<file path="src/rtl/pipe_hazard_unit.sv">
// Hazard, forwarding and halt-drain controller beside decode. Forward selects and stall/flush are
// combinational off the scoreboard; occupancy and halted are registered. Stall holds PC and IF/ID.
module pipe_hazard_unit #(
  parameter int NUM_REGS    = 16,
  parameter int DEPTH       = 3,
  parameter int LOAD_STAGE  = 2,
  parameter int ZERO_REG_EN = 1,
  localparam int REG_W      = $clog2(NUM_REGS),
  localparam int SEL_W      = $clog2(DEPTH + 1)
) (
  input  logic             clk,
  input  logic             rst_n,
  input  logic             id_valid,
  input  logic [REG_W-1:0] id_rs,
  input  logic [REG_W-1:0] id_rt,
  input  logic             id_rs_used,
  input  logic             id_rt_used,
  input  logic [REG_W-1:0] id_rd,
  input  logic             id_reg_write,
  input  logic             id_is_load,
  input  logic             id_is_halt,
  input  logic             br_taken,
  output logic             stall,
  output logic             flush,
  output logic [SEL_W-1:0] fwd_rs_sel,
  output logic [SEL_W-1:0] fwd_rt_sel,
  output logic [SEL_W-1:0] in_flight_cnt,
  output logic             pipe_empty,
  output logic             halted
);

  typedef enum logic [1:0] {ST_RUN, ST_DRAIN, ST_HALTED} state_t;

  state_t           state_q, state_d;
  logic [DEPTH:1]   vld_q, vld_d, rw_q, rw_d, ld_q, ld_d;
  logic [REG_W-1:0] rd_q [1:DEPTH];
  logic [REG_W-1:0] rd_d [1:DEPTH];
  logic             rs_ld_hit, rt_ld_hit, load_use, issue;
  logic             rs_zero, rt_zero;

  assign rs_zero = (ZERO_REG_EN != 0) && (id_rs == '0);
  assign rt_zero = (ZERO_REG_EN != 0) && (id_rt == '0);

  // Walk oldest to youngest so the youngest matching writer is left in the select.
  always_comb begin
    fwd_rs_sel = '0;
    fwd_rt_sel = '0;
    rs_ld_hit  = 1'b0;
    rt_ld_hit  = 1'b0;
    for (int k = DEPTH; k >= 1; k--) begin
      if (id_rs_used && !rs_zero && vld_q[k] && rw_q[k] && rd_q[k] == id_rs) begin
        fwd_rs_sel = SEL_W'(k);
        rs_ld_hit  = ld_q[k] && (k < LOAD_STAGE);
      end
      if (id_rt_used && !rt_zero && vld_q[k] && rw_q[k] && rd_q[k] == id_rt) begin
        fwd_rt_sel = SEL_W'(k);
        rt_ld_hit  = ld_q[k] && (k < LOAD_STAGE);
      end
    end
  end

  assign load_use = id_valid && (rs_ld_hit || rt_ld_hit);
  assign stall    = load_use || (state_q != ST_RUN);
  assign issue    = id_valid && !stall;
  assign flush    = br_taken && id_valid && !stall && !id_is_halt;

  always_comb begin
    vld_d    = '0;
    rw_d     = '0;
    ld_d     = '0;
    vld_d[1] = issue;
    rw_d[1]  = issue && id_reg_write && !id_is_halt;
    ld_d[1]  = issue && id_is_load;
    rd_d[1]  = id_rd;
    for (int k = 2; k <= DEPTH; k++) begin
      vld_d[k] = vld_q[k-1];
      rw_d[k]  = rw_q[k-1];
      ld_d[k]  = ld_q[k-1];
      rd_d[k]  = rd_q[k-1];
    end
  end

  always_comb begin
    state_d = state_q;
    case (state_q)
      ST_RUN:   if (issue && id_is_halt) state_d = ST_DRAIN;
      ST_DRAIN: if (vld_d == '0) state_d = ST_HALTED;
      default:  state_d = ST_HALTED;
    endcase
  end

  always_comb begin
    in_flight_cnt = '0;
    for (int k = 1; k <= DEPTH; k++) in_flight_cnt = in_flight_cnt + SEL_W'(vld_q[k]);
  end

  assign pipe_empty = (vld_q == '0);
  assign halted     = (state_q == ST_HALTED);

  always_ff @(posedge clk or negedge rst_n) begin
    if (!rst_n) begin
      state_q <= ST_RUN;
      vld_q   <= '0;
      rw_q    <= '0;
      ld_q    <= '0;
      for (int k = 1; k <= DEPTH; k++) rd_q[k] <= '0;
    end else begin
      state_q <= state_d;
      vld_q   <= vld_d;
      rw_q    <= rw_d;
      ld_q    <= ld_d;
      for (int k = 1; k <= DEPTH; k++) rd_q[k] <= rd_d[k];
    end
  end

endmodule
</file>
<file path="config.mk">
export PLATFORM = sky130hd
export DESIGN_NAME = pipe_hazard_unit
export DESIGN_NICKNAME = d
export VERILOG_FILES = /design/src/rtl/pipe_hazard_unit.sv
export SDC_FILE = /design/constraint.sdc
export NUM_CORES = 1
export LEC_CHECK = 0
export ABC_AREA = 1
export CAP_MARGIN = 20
export CORE_MARGIN = 1.5
export CORE_UTILIZATION = 43
export CTS_CLUSTER_SIZE = 8
export DETAILED_ROUTE_END_ITERATION = 7
export PLACE_DENSITY = 0.84
export SYNTH_ARGS = -nofsm -noshare
export SYNTH_HDL_FRONTEND = slang
export SYNTH_SLANG_ARGS = --single-unit
</file>
<file path="constraint.sdc">
create_clock -name clk -period 1.3 [get_ports clk]
set_input_delay 0.195 -clock clk [delete_from_list [all_inputs] [get_ports clk]]
set_output_delay 0.195 -clock clk [all_outputs]
set_load 0.02 [all_outputs]
</file>
==> metrics, run 1 <==
end of the worst register-to-register path state_q[0]$_DFFE_PN0P_; crit end category output pin; Cell variety after synth 24; Routability Congestion slightly below 0.9; Worst Setup Slack, final -507 ps; Cell Rows 18; failing checks negative setup slack; R2R Path Start vld_q[1]$_DFF_PN0_; synthesized area approximately 0.0012 mm²; final setup fails 13; GRT Max-Usage Layer met2; CP Data Required Time approximately 1100 ps; Port Buffers 30; syn avg cell area slightly above 8 µm²; ANT nets after route 0; initial drt markers 10; Rel. slew slack 0.743; worst hold-check path type in2async; fin crit share 1.39; highest clock rate ~0.55 GHz; CTS tree yes; met2 usage 0.456; post-route insts no fill about 230; drt via density 4.94; Yosys warnings 0; M3 GR Usage 0.0403; IO Pins 31; most frequent cells in the layout 30 x nand2_1, 23 x buf_4, 21 x dfrtp_1, 16 x buf_6, 15 x inv_1; vias in the first global route between 1000 and 1500; number of diodes 0; CTS hold repair buffers 0; Yosys reg bits 21; Syn Nets ~160; Pre-antenna DRT Iters 4; max-capacitance violation count 0; CTS Buffer Depth 2; core area about 0.0025 mm²; worst slew pin tran 385 ps; Die ar. 0.00302 mm²; global-route wire length before repair around 5.2 mm; Sink Count 21; Crit Path Class reg2out; worst vdd ir approximately 0.0011 V; R2R depth 11; clk root buf clkbuf_4; Compound-Gate Fraction of Synth Area 0.0799; status finished, violations left; adder-cell share of the synthesized area 0.0173; fin util 0.743; Remaining Overflow, GRT 0; initial antenna violation count 0; max-slew violations 0; final routed DRC violation total 0; PwrDens between 1000 and 1500 mW/mm²; die height ~55 µm; largest net degree at the start of global routing 22; Worst Setup Start Kind register; starting density of the core 0.459; DR WL/cell roughly 14 µm; Post-layout nets 227; drt total wl about 3.3 mm; multiplexer area fraction after synthesis 0; CP arrival 1610 ps; Synth Area in XOR/XNOR 0.0756; clock skew 2.04 ps; layout cell share with drive strength beyond 1 0.431; DP Wirelength approximately 2.2 mm; die width between 50 and 60 µm; leading cell type in the layout, fill and taps excluded nand2_1; r2r setup slk -280 ps; Skew-Pair Late Insertion Delay approximately 300 ps; RSZ-0062 raised after global routing yes; cts bufs inserted 3; gr usage total 0.248; placed cells approximately 220; Syn Inst Count 140; routed via count 1157; Synth Area in Simple Gates 0.293; CP max FO 4; synthesis-to-finish area growth 61.7%; grt met1 use 0.286; H-tree depth 1; hold slack 244 ps; Hold Violations, Final 0; largest family of logic cells by synthesized area simple AND/OR/NAND/NOR gates; Leak Pwr between 0.9 and 1 nW; post-layout min period approximately 1800 ps; Seq/Total Area, Yosys 0.454; Clock Pin Slew Worst Setup and Hold Paths roughly 110 ps
[sequential cells by signal (all words and copies together) (netlist names)]
register	cells
rd_d	8
rd_q	4
rw_q	3
vld_q	3
state_q	2
ld_q	1
[report_power, final]
| part | total [mW] | switching [mW] | internal (mW) |
|---|---|---|---|
| Clock | 0.310 | 0.191 | 0.119 |
| Sequential | 0.752 | 0.0442 | 0.708 |
| Combinational | 0.842 | 0.400 | 0.442 |
[synth_stat cells]
cell / instances / area (µm²)
nand4_1: 4 / 25.0
inv_2: 4 / 15.0
fa_1: 1 / 20.0
a211oi_1: 2 / 15.0
nand3_2: 4 / 40.0
a21boi_1: 2 / 15.0
xnor2_1: 3 / 26.3
inv_1: 21 / 78.8
xor2_1: 7 / 61.3
nand4_4: 1 / 21.3
o21bai_1: 1 / 7.51
or2_2: 1 / 6.26
o21ai_0: 2 / 10.0
nor3b_1: 1 / 7.51
nor2_1: 15 / 56.3
nor3_1: 1 / 5.00
dfrtp_1: 21 / 526
a21oi_1: 2 / 10.0
nor2_2: 5 / 31.3
a21oi_2: 1 / 8.76
o22ai_1: 3 / 18.8
nand2_2: 3 / 18.8
nand2_1: 34 / 128
o211ai_1: 1 / 7.51
[worst max path at each step]
stage | startpoint | end | slack (ps) | cells after the start
after detailed placement | id_rs[0] | flush | -1150 | 11
after floorplan | rd_d[7]$_DFF_PN0_ | flush | -30 | 11
after global routing | rd_d[7]$_DFF_PN0_ | flush | -660 | 12
after global placement | id_rs[0] | flush | -1080 | 11
after CTS | rd_d[7]$_DFF_PN0_ | flush | -540 | 10
final | rd_d[7]$_DFF_PN0_ | flush | -510 | 12
[critical path: stages (launching register included)]
cell and delay (ps):
dfrtp_1 450, inv_2 80, nand2_2 40, nand2_1 70
inv_1 40, nand2_1 60, nor2_2 50, nand3_2 80
nand4_4 120, inv_4 90, nand2_4 50, nor2_4 80
buf_6 120
[cell type report]
| cell class | count | area (µm²) |
|---|---|---|
| clock buffer | 4 | 26.3 |
| timing repair buffer | 60 | 549 |
| multi-input combinational | 94 | 636 |
| sequential | 21 | 526 |
| tap | 30 | 37.5 |
| inverter | 25 | 98.8 |
| fill | 192 | 649 |
[stage by stage]
stage	cell area, µm²	setup slack (ps)	TNS (ps)	total power [mW]
after floorplan	1190	-29.9	-63.7	1.02
after global placement	1670	-1080	-8640	1.35
after detailed placement	1670	-1150	-9170	1.37
after CTS	1800	-538	-4250	1.81
after global routing	1870	-660	-6170	2.02
final	1870	-507	-4640	1.90
[per-layer routing]
metal	vias up	share of wire
li1	564	-
met1	546	0.41
met2	37	0.52
met3	10	0.040
met4	0	0.028
met5	-	0
[repair_timing]
action / 4_1_cts / 5_1_grt
gates resized for setup: 80 / 21
setup buffers: 9 / 9
endpoints found under the setup margin: 12 / 15
pin swaps: 15 / 15
[cell families (layout without fill, tap and decap cells)]
| family | after synthesis | after routing |
|---|---|---|
| AND/OR/NAND/NOR | 69 | 69 |
| buffers and inverters | 25 | 89 |
| flip-flops | 21 | 21 |
| AO/OA/AOI/OAI | 14 | 14 |
| XOR/XNOR | 10 | 10 |
| adder cells (fa/ha/maj) | 1 | 1 |
No activity file was read; power rests on OpenSTA's default activity.
==> inputs of run 2 (changes only) <==
--- a/config.mk
+++ b/config.mk
@@ -8,10 +8,10 @@
 export ABC_AREA = 1
 export CAP_MARGIN = 20
 export CORE_MARGIN = 1.5
-export CORE_UTILIZATION = 43
+export CORE_UTILIZATION = 44
 export CTS_CLUSTER_SIZE = 8
 export DETAILED_ROUTE_END_ITERATION = 7
-export PLACE_DENSITY = 0.84
+export PLACE_DENSITY = 0.83
 export SYNTH_ARGS = -nofsm -noshare
 export SYNTH_HDL_FRONTEND = slang
 export SYNTH_SLANG_ARGS = --single-unit
==> constraint.sdc (replaced) <==
create_clock -name clk -period 1.8 [get_ports clk]
set_input_delay 0.27 -clock clk [delete_from_list [all_inputs] [get_ports clk]]
set_output_delay 0.27 -clock clk [all_outputs]
set_load 0.02 [all_outputs]
==> metrics, run 2 (same netlist as run 1, synthesis figures left out) <==
status finished, violations left; failing checks negative setup slack; CTS hold repair buffers 0; M3 GR Usage 0.0464; CTS tree yes; final routed DRC violation total 0; CP Cell Sequence o211ai_1 -> nor2_2 -> nand3_2 -> nand4_4 -> inv_2 -> nand2_2 -> nor2_2 -> buf_6; core area about 0.0025 mm²; Cell Rows 18; PwrDens 681 mW/mm²; ANT nets after route 0; worst slew pin tran 386 ps; Skew-Pair Late Insertion Delay a little over 300 ps; CTS Buffer Depth 2; crit end category output pin; drt via density 4.93; final setup fails 7; post-layout min period 1990 ps; met2 usage 0.410; max-slew violations 0; GRT Max-Usage Layer met2; Sink Count 21; max-capacitance violation count 0; RSZ-0062 raised after global routing yes; most frequent cells in the layout 30 x nand2_1, 22 x buf_4, 21 x dfrtp_1, 15 x inv_1, 13 x nor2_1; Pre-antenna DRT Iters 4; leading cell type in the layout, fill and taps excluded nand2_1; number of diodes 0; cts bufs inserted 3; Largest register FFs 8; CP Data Required Time ~1500 ps; IO Pins 31; drt total wl 3.05 mm; Worst Setup Slack, final -186 ps; Post-layout nets roughly 220; worst vdd ir ~0.00065 V; Buffers & Inverters on Critical Path 2; DR WL/cell around 13 µm; DP Wirelength approximately 2.2 mm; Crit Path Class reg2out; synthesis-to-finish area growth 56.0%; fin crit share 1.10; Remaining Overflow, GRT 0; vias in the first global route 1143; Pwr Total 1.23 mW; CP max FO 5; grt met1 use 0.258; die width between 50 and 60 µm; Hold Violations, Final 0; highest clock rate 0.503 GHz; starting density of the core 0.468; initial drt markers 20; die height around 54 µm; Routability Congestion 0.942; Port Buffers 30; Rel. slew slack 0.743; routed via count ~1100; CP arrival around 1700 ps; clock skew around 3.8 ps; family with the most delay on the worst path simple AND/OR/NAND/NOR gates; Leak Pwr 0.908 nW; clk root buf clkbuf_4; Die ar. 0.00295 mm²; Clock Pin Slew Worst Setup and Hold Paths between 100 and 150 ps; worst hold-check path type in2async; filler cell count 193; most frequent CP cell nor2_2; fin util 0.730; global-route wire length before repair around 4.8 mm; gr usage total 0.229; slowest CP cell dfrtp_1; slowest stage delay, CP 440 ps; layout cell share with drive strength beyond 1 0.405; initial antenna violation count 0; largest net degree at the start of global routing 22; H-tree depth 1; Worst Setup Start Kind register
==> run 2: per-layer routing <==
layer	wire length [µm]	vias up
li1	-	559
met4	104	0
met5	0	-
met1	1220	523
met2	1570	41
met3	152	10
==> run 2: worst reg2reg max path: stages, from the launching register on <==
cell      delay, ps
dfrtp_1         440
o211ai_1        290
nor2_2           80
nand3_2         100
nand4_4          90
inv_2            90
nand2_2          60
buf_4           120
buf_4           120
nor2_2           60
==> run 2: repair_timing <==
item	CTS	global route
resized for setup	63	28
buffers inserted	2	7
setup endpoints to repair	10	9
pin swaps	12	13
==> run 2: final cells by class <==
cell class / count / area, µm² / area share
multi-input combinational: 94 / 616 / 0.340
sequential: 21 / 526 / 0.291
clock inverter: 1 / 5.00 / 0.00277
inverter: 25 / 93.8 / 0.0519
timing repair buffer: 56 / 508 / 0.281
clock buffer: 3 / 22.5 / 0.0125
tap: 30 / 37.5 / 0.0208
==> run 2: worst paths after layout <==
kind | start | slack (ps) | depth (start not counted) | to
min in group clk | id_rd[3] | 380 | 1 | rd_d[7]$_DFF_PN0_
max reg2reg | rd_d[5]$_DFF_PN0_ | 280 | 9 | rw_q[1]$_DFF_PN0_
max in group asynchronous | rst_n | 1290 | 2 | rd_d[2]$_DFF_PN0_
min | rst_n | 290 | 2 | rd_d[3]$_DFF_PN0_
max | rd_d[5]$_DFF_PN0_ | -190 | 8 | flush
min reg2reg | rw_q[1]$_DFF_PN0_ | 390 | 0 | rw_q[2]$_DFF_PN0_
==> run 2: through the flow <==
step | setup TNS, ps | hold slack (ps) | std cells | instance area (µm²) | setup WS [ps]
floorplan | 0 | -25.6 | 140 | 1160 | 257
global placement | -4000 | 362 | 217 | 1620 | -662
detailed placement | -4260 | 367 | 217 | 1620 | -738
CTS | -371 | 301 | 223 | 1680 | -160
global route | -1260 | 311 | 230 | 1810 | -290
finish | -590 | 290 | 230 | 1810 | -186
==> run 2: report_power, final <==
group / total [mW] / internal, mW / switching [mW] / leakage [nW]
registers: 0.545 / 0.511 / 0.0335 / 0.260
clock network: 0.231 / 0.0830 / 0.148 / 0.0177
logic: 0.456 / 0.227 / 0.229 / 0.630
total: 1.23 / 0.822 / 0.410 / 0.908
==> inputs of run 3 (changes only) <==
--- a/config.mk
+++ b/config.mk
@@ -11,7 +11,7 @@
 export CORE_UTILIZATION = 44
 export CTS_CLUSTER_SIZE = 8
 export DETAILED_ROUTE_END_ITERATION = 7
-export PLACE_DENSITY = 0.83
+export PLACE_DENSITY = 0.76
 export SYNTH_ARGS = -nofsm -noshare
 export SYNTH_HDL_FRONTEND = slang
 export SYNTH_SLANG_ARGS = --single-unit
==> metrics, run 3 (same netlist as run 1, synthesis figures left out) <==
Pre-antenna DRT Iters 4; die width about 54 µm; ANT nets after route 0; clock skew roughly 9.4 ps; highest clock rate 0.524 GHz; global-route wire length before repair about 4.6 mm; Crit Path Class reg2out; initial drt markers 15; Rel. slew slack 0.792; Cell Rows 18; max-slew violations 0; Largest register FFs 8; status finished, violations left; CP max FO 4; CTS Buffer Depth 2; largest net degree at the start of global routing 22; Worst Setup Start Kind register; core area approximately 0.0025 mm²; vias in the first global route approximately 1100; Worst Setup Slack, final -107 ps; failing checks negative setup slack; CP arrival between 1500 and 2000 ps; Routability Congestion between 0.8 and 0.9; Place WS -708 ps; CTS tree yes; Remaining Overflow, GRT 0; number of diodes 0; hold slack roughly 280 ps; final setup fails 5; H-tree depth 1; RSZ-0062 raised after global routing yes; drt via density between 4 and 5; Final Cell Area approximately 0.0018 mm²; gr usage total 0.224; clk root buf clkbuf_4; routed via count 1127; starting density of the core 0.468; setup tns final -396 ps; initial antenna violation count 0; worst slew pin tran between 300 and 400 ps; DP Wirelength approximately 2.3 mm; max-capacitance violation count 0; crit end category output pin; Hold Violations, Final 0; IO Pins 31; worst vdd ir approximately 0.00057 V; post-layout min period between 1500 and 2000 ps; fin crit share 1.06; final routed DRC violation total 0; Post-layout nets around 230; CP Data Required Time approximately 1500 ps; Skew-Pair Late Insertion Delay approximately 310 ps; Clock Pin Slew Worst Setup and Hold Paths 130 ps; Sink Count 21; synthesis-to-finish area growth 52.3%; PwrDens about 690 mW/mm²; worst hold-check path type in2async; Leak Pwr between 0.8 and 0.9 nW; drt total wl just under 3 mm; layout cell share with drive strength beyond 1 0.366; most frequent cells in the layout 31 x nand2_1, 30 x buf_4, 21 x dfrtp_1, 17 x inv_1; placed inst area ~0.0016 mm²; die height 54.3 µm; Port Buffers 30; DR WL/cell between 10 and 15 µm; cts bufs inserted 3; Die ar. a little under 0.003 mm²; leading cell type in the layout, fill and taps excluded nand2_1
-- run 3: worst paths after layout --
check	depth (start not counted)	slack [ps]	end	from
min in group clk	1	380	rd_d[7]$_DFF_PN0_	id_rd[3]
hold / removal	2	280	rd_d[4]$_DFF_PN0_	rst_n
setup / recovery	10	-110	flush	rd_d[4]$_DFF_PN0_
setup reg to reg	12	230	rw_q[1]$_DFF_PN0_	rd_d[4]$_DFF_PN0_
hold reg to reg	0	400	rw_q[2]$_DFF_PN0_	rw_q[1]$_DFF_PN0_
max in group asynchronous	2	1290	rd_d[2]$_DFF_PN0_	rst_n
-- run 3: per-stage QoR --
stage                util  power (mW)  cells
CTS                 0.682        1.21    225
global placement    0.665       0.960    220
global route        0.712        1.29    232
floorplan               -       0.736    140
finish              0.712        1.21    232
detailed placement  0.665       0.970    220
-- run 3: where the power goes --
group          switching [mW]  internal (mW)  leakage, nW  total, mW
Clock                   0.150         0.0847       0.0139      0.235
Sequential             0.0319          0.511        0.260      0.543
Combinational           0.223          0.212        0.621      0.435
Total                   0.405          0.808        0.895       1.21
-- run 3: layout make-up --
class	count	area (µm²)
Fill cell	210	713
Multi-Input combinational cell	94	586
Sequential cell	21	526
Timing Repair Buffer	58	492
Inverter	25	93.8
Tap cell	30	37.5
Clock buffer	3	22.5
Clock inverter	1	7.51
-- run 3: worst max-delay path: stages, from the launching register on --
cell and delay [ps]:
dfrtp_1 440, inv_1 90, nand2_1 50, o211ai_1 110, nor2_2 70, nand3_2 90
nand4_4 100, inv_2 90, nand2_2 60, nor2_2 110, buf_6 130
-- run 3: what timing repair did --
item / in CTS / in global routing
buffers inserted: 1 / 7
gates cloned: 0 / 0
setup endpoints to repair: 10 / 8
hold buffers: 0 / 0
pin swaps: 5 / 11
resized for setup: 66 / 8
-- run 3: per-layer routing --
layer	GRT usage	wire, µm
met1	0.243	1180
met4	0.0958	43
met2	0.424	1640
met5	0	0
met3	0.0383	118
